===== src/rtl/fetch_queue_pkg.sv =====
// Shared types and constants for the instruction-fetch front end.
// Package fetch_pkg: word widths, PC increment, NOP encoding, queue entry type.
package fetch_pkg;

    localparam int          INSTR_W   = 32;
    localparam logic [31:0] PC_INC    = 32'd4;
    localparam logic [31:0] NOP_INSTR = 32'h0000_0000;

    typedef struct packed {
        logic [31:0]        pc4;
        logic [INSTR_W-1:0] instr;
    } fetch_entry_t;

endpackage


===== src/rtl/fetch_queue_if.sv =====
// Fetch front-end bus: imem address/data, redirect, IF/ID valid/ready, occupancy.
// master = fetch queue side, slave = memory / pipeline side.
interface fetch_queue_if #(
    parameter int DEPTH = 4
);
    import fetch_pkg::*;

    localparam int CW = $clog2(DEPTH + 1);

    logic [31:0]        imem_addr;
    logic [INSTR_W-1:0] imem_data;
    logic               redirect_valid;
    logic [31:0]        redirect_pc;
    logic               out_valid;
    logic               out_ready;
    logic [31:0]        out_pc4;
    logic [INSTR_W-1:0] out_instr;
    logic [CW-1:0]      q_count;

    modport master (
        output imem_addr, out_valid, out_pc4, out_instr, q_count,
        input  imem_data, redirect_valid, redirect_pc, out_ready
    );

    modport slave (
        input  imem_addr, out_valid, out_pc4, out_instr, q_count,
        output imem_data, redirect_valid, redirect_pc, out_ready
    );

endinterface


===== src/rtl/fetch_queue_fifo.sv =====
// fetch_fifo: synchronous FIFO of fetch_entry_t with push, pop, flush, count.
// Ports: clk, rst_n (sync, active-low), push/pop/flush, wdata in; head, count out.
module fetch_fifo
    import fetch_pkg::*;
#(
    parameter int DEPTH = 4,
    parameter int CW    = $clog2(DEPTH + 1)
) (
    input  logic         clk,
    input  logic         rst_n,
    input  logic         push,
    input  logic         pop,
    input  logic         flush,
    input  fetch_entry_t wdata,
    output fetch_entry_t head,
    output logic [CW-1:0] count
);

    localparam int AW = $clog2(DEPTH);

    fetch_entry_t  mem [DEPTH];
    logic [AW-1:0] wr_ptr;
    logic [AW-1:0] rd_ptr;

    // Storage needs no reset: an empty queue masks the head to a NOP.
    always_ff @(posedge clk) begin
        if (rst_n && !flush && push) begin
            mem[wr_ptr] <= wdata;
        end
    end

    always_ff @(posedge clk) begin
        if (!rst_n || flush) begin
            wr_ptr <= '0;
            rd_ptr <= '0;
            count  <= '0;
        end else begin
            if (push) wr_ptr <= wr_ptr + 1'b1;
            if (pop)  rd_ptr <= rd_ptr + 1'b1;
            count <= count + CW'(push) - CW'(pop);
        end
    end

    always_comb begin
        head = '{pc4: '0, instr: NOP_INSTR};
        if (count != '0) head = mem[rd_ptr];
    end

endmodule


===== src/rtl/fetch_queue.sv =====
// fetch_queue: PC register, +4 fetch, entry queue and IF/ID valid/ready output.
// Ports: clk, rst_n (sync, active-low), bus (fetch_queue_if.master). Macro: FETCH_QUEUE_BYPASS_EN.
module fetch_queue
    import fetch_pkg::*;
#(
    parameter int          DEPTH    = 4,
    parameter logic [31:0] RESET_PC = 32'h0000_0000
) (
    input  logic clk,
    input  logic rst_n,
    fetch_queue_if.master bus
);

    localparam int CW = $clog2(DEPTH + 1);

    logic [31:0]   pc;
    logic [31:0]   pc4;
    logic [CW-1:0] count;
    fetch_entry_t  head;
    fetch_entry_t  out_e;
    logic          empty;
    logic          byp;
    logic          pop;
    logic          push;
    logic          fifo_push;
    logic          fifo_pop;

    assign pc4   = pc + PC_INC;
    assign empty = (count == '0);

`ifdef FETCH_QUEUE_BYPASS_EN
    assign byp = empty && !bus.redirect_valid;
`else
    assign byp = 1'b0;
`endif

    assign out_e = byp ? '{pc4: pc4, instr: bus.imem_data} : head;
    assign pop   = bus.out_valid && bus.out_ready;
    assign push  = !bus.redirect_valid && ((count < CW'(DEPTH)) || pop);

    // A bypassed entry goes straight to IF/ID and never enters storage.
    assign fifo_push = push && !(byp && bus.out_ready);
    assign fifo_pop  = pop && !empty;

    fetch_fifo #(
        .DEPTH(DEPTH),
        .CW   (CW)
    ) u_fifo (
        .clk  (clk),
        .rst_n(rst_n),
        .push (fifo_push),
        .pop  (fifo_pop),
        .flush(bus.redirect_valid),
        .wdata('{pc4: pc4, instr: bus.imem_data}),
        .head (head),
        .count(count)
    );

    always_ff @(posedge clk) begin
        if (!rst_n) begin
            pc <= RESET_PC;
        end else if (bus.redirect_valid) begin
            pc <= bus.redirect_pc & ~32'h3;
        end else if (push) begin
            pc <= pc4;
        end
    end

    assign bus.imem_addr = pc;
    assign bus.out_valid = !empty || byp;
    assign bus.out_pc4   = out_e.pc4;
    assign bus.out_instr = out_e.instr;
    assign bus.q_count   = count;

endmodule


===== src/flat_wrapper.sv =====
// flat-port wrapper written by rule: the top's interface ports become plain ports
module fetch_queue_flat import fetch_pkg::*;
#(
    parameter int          DEPTH    = 4,
    parameter logic [31:0] RESET_PC = 32'h0000_0000
)
  (clk, rst_n, bus_imem_addr, bus_out_valid, bus_out_pc4, bus_out_instr, bus_q_count, bus_imem_data, bus_redirect_valid, bus_redirect_pc, bus_out_ready);
  fetch_queue_if #(.DEPTH(DEPTH)) bus_i ();
  input  logic clk;
  input  logic rst_n;
  output wire logic [$bits(bus_i.imem_addr)-1:0] bus_imem_addr;
  output wire logic [$bits(bus_i.out_valid)-1:0] bus_out_valid;
  output wire logic [$bits(bus_i.out_pc4)-1:0] bus_out_pc4;
  output wire logic [$bits(bus_i.out_instr)-1:0] bus_out_instr;
  output wire logic [$bits(bus_i.q_count)-1:0] bus_q_count;
  input wire logic [$bits(bus_i.imem_data)-1:0] bus_imem_data;
  input wire logic [$bits(bus_i.redirect_valid)-1:0] bus_redirect_valid;
  input wire logic [$bits(bus_i.redirect_pc)-1:0] bus_redirect_pc;
  input wire logic [$bits(bus_i.out_ready)-1:0] bus_out_ready;
  assign bus_imem_addr = bus_i.imem_addr;
  assign bus_out_valid = bus_i.out_valid;
  assign bus_out_pc4 = bus_i.out_pc4;
  assign bus_out_instr = bus_i.out_instr;
  assign bus_q_count = bus_i.q_count;
  assign bus_i.imem_data = bus_imem_data;
  assign bus_i.redirect_valid = bus_redirect_valid;
  assign bus_i.redirect_pc = bus_redirect_pc;
  assign bus_i.out_ready = bus_out_ready;
  fetch_queue #(.DEPTH(DEPTH), .RESET_PC(RESET_PC)) u_core (.clk(clk), .rst_n(rst_n), .bus(bus_i));
endmodule

===== config.mk =====
export PLATFORM = sky130hd
export DESIGN_NAME = fetch_queue_flat
export DESIGN_NICKNAME = d
export VERILOG_FILES = /design/src/rtl/fetch_queue_pkg.sv /design/src/rtl/fetch_queue_if.sv /design/src/rtl/fetch_queue_fifo.sv /design/src/rtl/fetch_queue.sv /design/src/flat_wrapper.sv
export SDC_FILE = /design/constraint.sdc
export NUM_CORES = 1
export LEC_CHECK = 0
export BUFFER_PORTS_ARGS = -buffer_cell sky130_fd_sc_hd__buf_4
export CAP_MARGIN = 20
export CORE_MARGIN = 5
export CORE_UTILIZATION = 57
export DETAILED_ROUTE_END_ITERATION = 8
export PLACE_DENSITY_LB_ADDON = 0.2
export SETUP_SLACK_MARGIN = 0.05
export SLEW_MARGIN = 20
export SYNTH_ARGS = -nofsm -noshare
export SYNTH_HDL_FRONTEND = slang
export SYNTH_SLANG_ARGS = --single-unit

===== constraint.sdc =====
create_clock -name clk -period 10.15 [get_ports clk]
set_input_delay 2.03 -clock clk [delete_from_list [all_inputs] [get_ports clk]]
set_output_delay 2.03 -clock clk [all_outputs]
set_load 0.05 [all_outputs]

# After elaboration in Yosys (flattened, before gate mapping)
# Memory sizes are Yosys's and may differ from the RTL's. A register that Yosys moved wholly into a read port is not among the register bits.
# Index checks and enable logic that the tools add are counted.
# op_classes
n_reduce_logical	14
addsub	5
bitwise	1
n_mux	7
order_cmp	1
# ops
cell	n
32-bit two-way mux	2
64-bit two-way mux	1
32-bit by 3-bit adder with 32-bit output, second input constant	1
1-bit logical AND	5
2-bit by 1-bit adder with 2-bit output, second input constant	2
2-bit two-way mux	2
3-bit by 1-bit adder with 3-bit output	1
1-bit zero test	3
3-bit zero test	1
3-bit less-than comparator, second input constant	1
3-bit nonzero test	1
3-bit by 1-bit subtractor with 3-bit output	1
1-bit logical OR	2
1-bit two-way mux	2
2-bit nonzero test	1
2-bit OR reduction	1
1-bit NOT	1
# totals
word_cells	34
reg_bits	39
out_inout_bits	100
mem_count	1
input_bits	68
mem_bits_rw	256
# mem_list
name	depth	word_bits	rd	rd_clocked_by_memory_dff	wr	line_no	source
u_core.u_fifo.mem	4	64	1	1	1	fetch_queue_fifo.sv:21	fetch_entry_t mem [DEPTH];

# Longest topological paths before layout
# Gate-level depths: netlist of run 1.
# depth
ltp_word	8
depth_mapped	11
ltp_nobuf	9

# Cells and area by module
# From an unflattened synthesis of run 1, not the netlist that was laid out.
# hier_totals
cells_unflattened	760
hier_area_um2	12562.0
# modules_own_cells
module	instances	seq_area_each_um2	area_per_inst_um2	cells_per_inst
fetch_fifo	1	7867.5	10183.5	448
fetch_queue	1	600.6	2378.5	312

# Worst setup path before layout of run 1
# Ideal clock, no wire load.
# synth_timing
path_type	input to register
startpoint	in bus_redirect_valid
endpoint	mem u_core.u_fifo.mem[0][0] (netlist bit) (enable)
cell_stages	5
arrival_ns	4.313
n_path_buf	3
slack_ns	5.410
required_time_ns	9.723
setup_time_ns	0.427
path_cell_list	clkbuf_1 > nor2b_1 > clkbuf_1 > clkbuf_1 > and3_1
# synth_between
elab_chain_cells	5
word_cells_on_any_way	6
cone_classes	2 x mux; 4 x reduce/logical
# synth_rtl
element	line_no	source
start, declared	flat_wrapper.sv:17	input wire logic [$bits(bus_i.redirect_valid)-1:0] bus_redirect_valid;
1-bit zero test (*)	fetch_queue_fifo.sv:27, fetch_queue.sv:39	
1-bit logical AND (on tied branches)	fetch_queue_fifo.sv:27, fetch_queue.sv:39	
1-bit logical AND (*)	fetch_queue_fifo.sv:27	if (rst_n && !flush && push) begin
1-bit two-way mux (*)	fetch_queue_fifo.sv:27	
1-bit two-way mux (not written as such) (*)	fetch_queue_fifo.sv:28	mem[wr_ptr] <= wdata;
end, declared	fetch_queue_fifo.sv:21	
# Every way passes the cells marked *; elsewhere a longest branch is shown, timed or not.

==> results of run 1 <==
final timing paths:
path,from,endpoint,slack (ns),cells after the start
hold / removal,u_core.u_fifo.rd_ptr[1]$_SDFFE_PP0P_,register,0.56,2
setup reg to reg,u_core.u_fifo.count[2]$_SDFF_PP0_,u_core.u_fifo.count[2]$_SDFF_PP0_,7.35,9
setup / recovery,register,bus_out_pc4[10],5.17,4
hold reg to reg,u_core.u_fifo.rd_ptr[1]$_SDFFE_PP0P_,register,0.56,2
worst max-delay path, stage by stage, from the launching register on:
cell     delay, ns
dfxtp_4       0.76
buf_4         0.65
mux4_2        0.59
and2_1        0.20
buf_4         0.20
per-stage QoR:
stage | power [mW] | std cells | instance area [sq um] | hold WS, ns
global route | 2.81 | 1200 | 14400 | 0.612
floorplan | 1.60 | 762 | 12100 | 0.485
CTS | 2.73 | 1200 | 14400 | 0.557
detailed placement | 1.72 | 1148 | 13500 | 0.528
finish | 2.71 | 1200 | 14400 | 0.557
global placement | 1.71 | 1148 | 13500 | 0.498
cell usage in the layout (no fill, tap or decap), types with 19 or more instances in the layout:
cell type and count:
dfxtp_1 37, edfxtp_1 248, buf_4 170, xnor2_1 25
nand2_1 36, mux4_2 62, and2_1 68, clkbuf_16 29
nand4_1 19, nor2_1 28
cell type report:
class	count	share of cell area
Clock buffer	33	0.0534
Clock inverter	19	0.0108
Inverter	10	0.00260
Multi-Input combinational cell	406	0.250
Sequential cell	287	0.571
Tap cell	275	0.0238
Timing Repair Buffer	170	0.0884
synthesized netlist by cell type (all sizes together), types with 2 or more instances:
cell	n	area share
a311oi	5	0.0036
nor2	28	0.0087
o2111a	2	0.0019
nand2	36	0.011
o311a	2	0.0017
o21ai	18	0.0074
edfxtp	248	0.62
nand2b	4	0.0021
a211o	2	0.0014
o221a	3	0.0028
nand4	20	0.011
buf	17	0.0079
and4	5	0.0036
inv	9	0.0028
ha	7	0.0072
a21oi	10	0.0041
xnor2	25	0.018
a211oi	3	0.0019
nor3b	2	0.0012
xor2	17	0.012
a221o	5	0.0041
o211ai	3	0.0019
nor4	10	0.0057
clkbuf	42	0.013
o31ai	2	0.0012
a21boi	2	0.0012
and2	68	0.035
and3	11	0.0057
dfxtp	39	0.064
nor3	12	0.0050
nand3	17	0.0074
mux4	62	0.12
nor2b	2	0.0010
a31oi	7	0.0036
or3	4	0.0021
or4	2	0.0012
layer usage:
layer	global-route usage	wire length, um	up-vias
met2	0.360	13100	324
met1	0.299	10600	3546
met3	0.0311	1830	45
li1	-	-	3225
met5	0	0	-
met4	0.0534	486	0
power by group:
group | switching [mW] | internal, mW
registers | 0.0306 | 1.32
logic | 0.229 | 0.117
clock network | 0.422 | 0.594
total | 0.682 | 2.03
cells by family (layout without fill, tap and decap cells):
family,Yosys count,count (layout),synth area share
AOI/OAI and AO/OA,68,68,0.0398
DFF,287,287,0.680
and+or+nand+nor,222,222,0.102
other,1,4,0.000310
buffers and inverters,69,232,0.0242
adders and majority gates,8,8,0.00889
muxes,62,62,0.115
xor gates and xnor gates,42,42,0.0304
registers in the layout, summed over array words and instances, names as in the netlist, named ones only:
register and cells:
u_core.u_fifo.mem 248, u_core.bus.imem_addr 30, u_core.u_fifo.count 3, u_core.u_fifo.rd_ptr 2
u_core.u_fifo.wr_ptr 2
==> results.md, run 1 <==
- Period utilisation layout: 0.491
- PortBufs: 161
- # IOs: around 170
- Grt ovf: 0
- Final ANT Viol Nets: 0
- Layout fillers: 1,420
- Util after Layout: 0.689
- Crit. End Element: output port
- H-Tree Depth: 1
- Initial antenna violation count: 0
- Pwr Density: 188 mW/mm^2
- Synth Instances: 759
- First DRT Iteration DRCs: about 640
- Routed Wire Length: around 26,000 um
- Footprint of the multi-input gates: between 0.003 and 0.004 sq mm
- Drt via density: between 5 and 6
- Vias in the first global route: 7,488
- TritonRoute pass-1 iters: 5
- Worst EP arrival: slightly below 3 ns
- Crit-path max FO: 32
- Post-route setup slack: 5.17 ns
- Skew final: 0.00878 ns
- Post-CTS Hold Buffers: 0
- Total die area: approximately 0.024 sq mm
- Final min period: roughly 5 ns
- Setup repair bufs after CTS: 0
- Core Box Area: around 0.021 sq mm
- Avg WL per Cell: ~22 um
- Starting Density: 0.578
- Routed vias: 7,140
- Final hold viol count: 0
- Lkg Pwr: around 5.0 nW
- N_diodes: 0
- Die X-Extent: between 150 and 200 um
- CTS tree: done
- EDFF count, synth: about 250
- Sum Neg Setup Slack: 0 ns
- Largest net degree at the start of global routing: 66
- Sequential cell area: 0.00823 sq mm
- CTS root buf: clkbuf_16
- Actual slew at the worst max-slew pin: between 0.8 and 0.9 ns
- DRC errors left: 0
- Status: complete, no violations
- GRT Overall Usage: 0.214
- Relative slew slack: 0.429
- DP Worst Slack: 5.28 ns
- Share of layout cells above drive strength 1: 0.319
- Final Max Slew Viols: 0
- NumNets Final: about 980
- Clock-pin slew on the worst setup and hold paths: around 0.060 ns
- Critical path type: reg -> out
- Layout area overhead: 19.2%
- Synthesis Warnings: 0
- CTS resizes: 0
- Ys flop type: edfxtp_1
- #FFs+latches synth: around 290
- GPL Wtd Cong: 0.863
- Startpoint type of the worst setup path: register
- CTS Buf Count: 28
- Mapped Area: 0.0121 sq mm
- WP data required: 8.12 ns
- Fmax: between 200 and 250 MHz
- HPWL reported at the end of detailed placement: 16,300 um
- # rows: 53
- Mean post-synth cell area: between 15 and 20 sq um
- Async S/R FF share, synth: 0
- Final setup fails: 0
- CTS max path bufs: 3
- RSZ-0062 raised after global routing: false
- # clock sinks: about 290
- Clk_lat worst skew: 0.53 ns
- Hold WC Path Type: reg -> reg
- VDD IR-drop max: about 0.12 mV
- Post-synthesis sequential area ratio: 0.680
- Chip height: between 150 and 200 um
- Synth unique cells: 50
- Max-Cap Viols: 0
- First-pass GRT wire length: a little over 40,000 um
Note: power is estimated with default switching activity, not from simulation.
==> run 2: changes to the inputs <==
- clock period: 10.15 -> 4.7 ns (I/O delays scaled with it)
==> run 2 against run 1 <==
Combinational power rose by 120%. Non-clock buffer count increased by 6. Clock skew about the same. Clock power is 130% higher. Via count shrank 0.22%. Global-route usage is 0.38 points lower. Total power is 120% higher. Final area is 0.83% higher. Core utilization grew 0.57 points. Wire length down 1.3%. Largest cell class unchanged. Highest routed layer unchanged.
==> results.md, run 2 (synthesis results as in run 1) <==
- Routed vias: 7,124 (was 7,140)
- Sequential power share: 0.488 (was 0.498)
- Logic gate share of total power: 0.126 (was 0.128)
- Starting Density: 0.578 (unchanged)
- # clock sinks: 287 (unchanged)
- Die X-Extent: 156 um (unchanged)
- First DRT Iteration DRCs: 554 (was 644)
- Crit-path max FO: 32 (unchanged)
- Share of layout cells above drive strength 1: 0.320 (was 0.319)
- Post-route setup slack: 1.06 ns (was 5.17 ns)
- Hold WC Path Type: reg -> reg (unchanged)
- CTS resizes: 0 (unchanged)
- Max reg flops: 248 (unchanged)
- NumNets Final: 985 (was 979)
- Final ANT Viol Nets: 0 (unchanged)
- PortBufs: 161 (unchanged)
- Crit. End Element: output port (unchanged)
- Lkg Pwr: 5.09 nW (was 5.04 nW)
- Skew final: 0.00855 ns (was 0.00878 ns)
- Routed Wire Length: 25,700 um (was 26,000 um)
- CTS tree: done (unchanged)
- Post-place instance area: 0.0136 sq mm (was 0.0135 sq mm)
- Initial antenna violation count: 0 (unchanged)
- Critical path type: reg -> out (unchanged)
- Period utilisation layout: 0.774
- # IOs: 168 (unchanged)
- DRC errors left: 0 (unchanged)
- First-pass GRT wire length: 40,300 um (was 41,000 um)
- Final hold viol count: 0 (unchanged)
- GRT Overall Usage: 0.210 (was 0.214)
- HPWL reported at the end of detailed placement: 16,700 um (was 16,300 um)
- Startpoint type of the worst setup path: register (unchanged)
- Total die area: 0.0243 sq mm (unchanged)
- Largest net degree at the start of global routing: 66 (unchanged)
- H-Tree Depth: 1 (unchanged)
- Clk_lat worst skew: 0.53 ns (about the same)
- Worst EP arrival: 2.70 ns (was 2.95 ns)
- Layout area overhead: 20.2% (was 19.2%)
- Pwr Density: 411 mW/mm^2 (was 188 mW/mm^2)
- Top reg by flops: u_core.u_fifo.mem (unchanged)
- Relative slew slack: 0.407 (was 0.429)
- Max-Cap Viols: 0 (unchanged)
- Commonest non-fill, non-tap cell in the layout: edfxtp_1 (unchanged)
- Setup repair bufs after CTS: 0 (unchanged)
- Vias in the first global route: 7,419 (was 7,488)
- Sw Share: 0.248 (was 0.251)
- Sum Neg Setup Slack: 0 ns (unchanged)
- CTS root buf: clkbuf_16 (unchanged)
- DP Worst Slack: 1.32 ns (was 5.28 ns)
- Internal Pwr Total: 4.49 mW (was 2.03 mW)
- Clock-pin slew on the worst setup and hold paths: 0.06 ns (about the same)
- N_diodes: 0 (unchanged)
- Reg-to-reg startpoint: u_core.bus.imem_addr[2]$_SDFFE_PN0P_ (was u_core.u_fifo.count[2]$_SDFF_PP0_)
- Grt ovf: 0 (unchanged)
- Post-CTS Hold Buffers: 0 (unchanged)
- # rows: 53 (unchanged)
- Final Max Slew Viols: 0 (unchanged)
- Hold path start: u_core.u_fifo.rd_ptr[1]$_SDFFE_PP0P_ (unchanged)
- Fmax: 275 MHz
- Final setup fails: 0 (unchanged)
- RSZ-0062 raised after global routing: false (unchanged)
- TritonRoute pass-1 iters: 5 (unchanged)
- Highest-count cells in the layout ignoring fill and taps: edfxtp_1 (248), buf_4 (174), and2_1 (68) (was edfxtp_1 (248), buf_4 (170), and2_1 (68))
- CTS Buf Count: 28 (unchanged)
- NetSw: 1.48 mW (was 0.682 mW)
- Clock power share: 0.386 (was 0.374)
- Actual slew at the worst max-slew pin: 0.883 ns (was 0.851 ns)
- VDD IR-drop max: 0.245 mV (was 0.124 mV)
- GPL Wtd Cong: 0.859 (was 0.863)
- Fin area: 0.0145 sq mm (was 0.0144 sq mm)
- Final min period: ~3.6 ns
- CTS max path bufs: 3 (unchanged)
- Status: complete, no violations (unchanged)
- WP data required: 3.76 ns (was 8.12 ns)
- Core Box Area: 0.0210 sq mm (unchanged)
- Chip height: 156 um (unchanged)
- Drt via density: 5.91 (was 5.95)
- Avg WL per Cell: 21.3 um (was 21.7 um)
[run 2: critical path, stage by stage, from the launching register on]
cell and delay (ns):
dfxtp_4 0.77, buf_4 0.46, mux4_2 0.57, and2_1 0.18
buf_4 0.18
[run 2: worst paths after layout]
path                                              to  slack, ns  cells after the start
setup / recovery                    bus_out_instr[9]       1.06                      4
hold / removal                              register       0.54                      2
setup reg to reg  u_core.u_fifo.mem[0][62]$_DFFE_PP_       1.96                      5
hold reg to reg                             register       0.54                      2
[run 2: layout make-up]
class,instances,area (sq um)
flip-flops and latches,287,8230
fillers,1407,6410
multi-input cells,406,3610
repair buffers,176,1350
clock buffers,37,776
well taps,275,344
clock inverters,15,201
inverters,10,37.5
[run 2: power by group through the flow]
stage	combinational [mW]	sequential [mW]	clock [mW]
2_1_floorplan	0.459	3.01	0
3_5_place_dp	0.756	2.97	0
3_3_place_gp	0.742	2.96	0
6_report	0.750	2.92	2.31
4_1_cts	0.759	2.91	2.35
5_1_grt	0.796	2.92	2.46
[run 2: stage by stage]
stage | std cells | hold slack [ns] | utilization | power [mW]
after floorplan | 762 | 0.485 | - | 3.46
after global placement | 1154 | 0.502 | 0.647 | 3.70
after detailed placement | 1154 | 0.529 | 0.647 | 3.72
after CTS | 1206 | 0.544 | 0.694 | 6.02
after global routing | 1206 | 0.580 | 0.694 | 6.18
final | 1206 | 0.544 | 0.694 | 5.97
[run 2: layer usage]
layer | GRT usage | vias up | wire length (um)
met5 | 0 | - | 0
met4 | 0.0438 | 0 | 387
met3 | 0.0316 | 33 | 1640
met2 | 0.356 | 260 | 13000
met1 | 0.295 | 3592 | 10700
li1 | - | 3239 | -
==> run 3: changes to the inputs <==
- CORE_UTILIZATION: 57 -> 52
- clock period: 4.7 -> 3 ns (I/O delays scaled with it)
==> run 3 against run 2 <==
Combinational power rose by 60%. First-iteration DRC count rose by 12%. Clock power rose by 56%. Register-to-register slack got worse by 1.4 ns. Critical path depth did not move. Cell count rose by 4.2%. Total power rose by 57%. Clock-buffer cell count rose by 6. Global-route usage fell by 0.96 points. Via count rose by 0.35%. Clock skew rose by 0.0032 ns.
==> results.md, run 3 (synthesis results as in run 1) <==
- VDD IR-drop max: 0.383 mV (was 0.245 mV)
- Relative slew slack: 0.505 (was 0.407)
- HPWL reported at the end of detailed placement: 16,800 um (was 16,700 um)
- GPL Wtd Cong: 0.870 (was 0.859)
- Core Box Area: 0.0228 sq mm (was 0.0210 sq mm)
- Reg-to-reg startpoint: u_core.bus.imem_addr[2]$_SDFFE_PN0P_ (unchanged)
- Hold path depth: 1 (was 2)
- Routed Wire Length: 26,400 um (was 25,700 um)
- Total die area: 0.0264 sq mm (was 0.0243 sq mm)
- # IOs: 168 (unchanged)
- Status: complete, no violations (unchanged)
- WP depth: 4 (unchanged)
- N_diodes: 0 (unchanged)
- Die X-Extent: 163 um (was 156 um)
- First-pass GRT wire length: 42,000 um (was 40,300 um)
- Max reg flops: 248 (unchanged)
- Drt via density: 5.69 (was 5.91)
- Worst EP arrival: 2.21 ns (was 2.70 ns)
- DP Worst Slack: 0.561 ns (was 1.32 ns)
- H-Tree Depth: 1 (unchanged)
- DRC errors left: 0 (unchanged)
- Crit. End Element: output port (unchanged)
- Share of layout cells above drive strength 1: 0.320 (about the same)
- PortBufs: 161 (unchanged)
- Internal Pwr Total: 7.06 mW (was 4.49 mW)
- Initial antenna violation count: 0 (unchanged)
- CTS max path bufs: 3 (unchanged)
- Commonest non-fill, non-tap cell in the layout: edfxtp_1 (unchanged)
- Fmax: between 300 and 400 MHz
- Clock-pin slew on the worst setup and hold paths: 0.06 ns (about the same)
- Fin area: 0.0147 sq mm (was 0.0145 sq mm)
- CP Launch Point: u_core.u_fifo.count[2]$_SDFF_PP0_
- Top reg by flops: u_core.u_fifo.mem (unchanged)
- PnR Total Power: 9.37 mW (was 5.97 mW)
- Startpoint type of the worst setup path: register (unchanged)
- NetSw: 2.30 mW (was 1.48 mW)
- Worst R2R Setup Slack: 0.55 ns (was 1.96 ns)
- Lkg Pwr: 5.15 nW (was 5.09 nW)
- NumNets Final: 997 (was 985)
- TritonRoute pass-1 iters: 5 (unchanged)
- Highest-count cells in the layout ignoring fill and taps: edfxtp_1 (248), buf_4 (180), and2_1 (68) (was edfxtp_1 (248), buf_4 (174), and2_1 (68))
- WP data required: 2.40 ns (was 3.76 ns)
- Clock power share: 0.385 (was 0.386)
- CTS tree: done (unchanged)
- Final hold viol count: 0 (unchanged)
- Sw Share: 0.246 (was 0.248)
- Worst path top cell family by delay: simple AND/OR/NAND/NOR gates (was flip-flops)
- Chip height: 163 um (was 156 um)
- Final Max Slew Viols: 0 (unchanged)
- Sequential power share: 0.487 (was 0.488)
- Critical path type: reg -> out (unchanged)
- Slowest CP cell: or3_2 (was dfxtp_4)
- # clock sinks: 287 (unchanged)
- Hold WC Path Type: in -> reg (was reg -> reg)
- Post-route setup slack: 0.194 ns (was 1.06 ns)
- CP Cell Sequence: or3_2, buf_4, and2_1, buf_4 (was buf_4, mux4_2, and2_1, buf_4)
- Logic gate share of total power: 0.128 (was 0.126)
- Sum Neg Setup Slack: 0 ns (unchanged)
- Max-Cap Viols: 0 (unchanged)
- Skew final: 0.0117 ns (was 0.00855 ns)
- Final setup fails: 0 (unchanged)
- Routed vias: 7,149 (was 7,124)
- CTS root buf: clkbuf_16 (unchanged)
- Worst Path Buf+Inv: 2 (unchanged)
- CTS Buf Count: 30 (was 28)
- Worst r2r dst: u_core.u_fifo.mem[3][58]$_DFFE_PP_ (was u_core.u_fifo.mem[0][62]$_DFFE_PP_)
- Footprint of the multi-input gates: 0.00361 sq mm (about the same)
- Post-place instance area: 0.0137 sq mm (was 0.0136 sq mm)
- Layout fillers: 1,638 (was 1,407)
- CP endpoint: bus_out_pc4[13] (was bus_out_instr[9])
- Sequential cell area: 0.00823 sq mm (unchanged)
- Post-CTS Hold Buffers: 0 (unchanged)
- GRT Overall Usage: 0.200 (was 0.210)
- Crit-path most repeated cell: buf_4 (unchanged)
- Pwr Density: 636 mW/mm^2 (was 411 mW/mm^2)
- Worst R2R Path Depth: 6 (was 5)
- Vias in the first global route: 7,534 (was 7,419)
- Starting Density: 0.532 (was 0.578)
- RSZ-0062 raised after global routing: false (unchanged)
- # rows: 55 (was 53)
- Largest net degree at the start of global routing: 65 (was 66)
- Actual slew at the worst max-slew pin: 0.739 ns (was 0.883 ns)
- Crit-path max FO: 64 (was 32)
- Final min period: between 2 and 3 ns
- Grt ovf: 0 (unchanged)
- Final ANT Viol Nets: 0 (unchanged)
- Layout area overhead: 21.6% (was 20.2%)
- Largest stage delay on the critical path: 0.49 ns (was 0.77 ns)
- Clk_lat worst skew: 0.54 ns (was 0.53 ns)
- First DRT Iteration DRCs: 623 (was 554)
- Period utilisation layout: 0.935
- Avg WL per Cell: 21.0 um (was 21.3 um)
==> run 3: cell count changes in the layout (fill, tap and decap cells not counted), moves of 2 or more <==
cell       delta
clkbuf_16     +2
clkbuf_1      +4
clkinv_2      -3
clkinv_4      -2
buf_12        +3
clkinv_1      +5
buf_4         +6
==> run 3: how the worst min path moves through the flow <==
| stage | slack, ns | startpoint | endpoint |
|---|---|---|---|
| after floorplan | 0.48 | u_core.u_fifo.rd_ptr[1]$_SDFFE_PP0P_ | register |
| after global placement | 0.50 | u_core.u_fifo.rd_ptr[1]$_SDFFE_PP0P_ | register |
| after detailed placement | 0.51 | u_core.u_fifo.rd_ptr[1]$_SDFFE_PP0P_ | register |
| after CTS | 0.24 | bus_imem_data[4] | u_core.u_fifo.mem[2][4]$_DFFE_PP_ |
| after global routing | 0.23 | bus_imem_data[4] | u_core.u_fifo.mem[1][4]$_DFFE_PP_ |
| final | 0.26 | bus_imem_data[4] | u_core.u_fifo.mem[1][4]$_DFFE_PP_ |
==> run 3: through the flow <==
stage / cells / util / hold slack [ns]
after floorplan: 762 / - / 0.485
after global placement: 1200 / 0.603 / 0.504
after detailed placement: 1200 / 0.603 / 0.509
after CTS: 1257 / 0.646 / 0.236
after global routing: 1257 / 0.646 / 0.233
final: 1257 / 0.646 / 0.261
==> run 3: metal layers <==
layer | GRT usage | up-vias | part of all wire
met5 | 0 | - | 0
met3 | 0.0349 | 33 | 0.073
met2 | 0.336 | 299 | 0.49
met1 | 0.280 | 3548 | 0.42
li1 | - | 3269 | -
met4 | 0.0412 | 0 | 0.014
==> run 3: timing repair <==
item	CTS	global route
gates resized for setup	1	0
endpoints found under the setup margin	23	0
endpoints found under the hold margin	0	0
buffers inserted	2	0
==> run 3: area by class of cell <==
class / instances / area share
clock buffer: 43 / 0.0571
timing repair buffer: 186 / 0.100
inverter: 10 / 0.00255
clock inverter: 12 / 0.00909
sequential: 287 / 0.559
multi-input combinational: 406 / 0.245
tap: 313 / 0.0266
==> run 3: worst register-to-register path: cells and delay by family (launching register included) <==
| kind | cells | cell delay (ns) |
|---|---|---|
| XOR/XNOR | 1 | 0.38 |
| adder cells (fa/ha/maj) | 1 | 0.31 |
| buffers and inverters | 1 | 0.20 |
| flip-flops | 1 | 0.47 |
| AND/OR/NAND/NOR | 3 | 0.85 |
==> run 3: power groups by stage <==
| stage | Sequential [mW] | Clock (mW) | Combinational [mW] |
|---|---|---|---|
| finish | 4.56 | 3.60 | 1.20 |
| detailed placement | 4.64 | 0 | 1.21 |
| floorplan | 4.71 | 0 | 0.719 |
| global route | 4.57 | 3.88 | 1.27 |
| CTS | 4.56 | 3.68 | 1.21 |
| global placement | 4.63 | 0 | 1.18 |
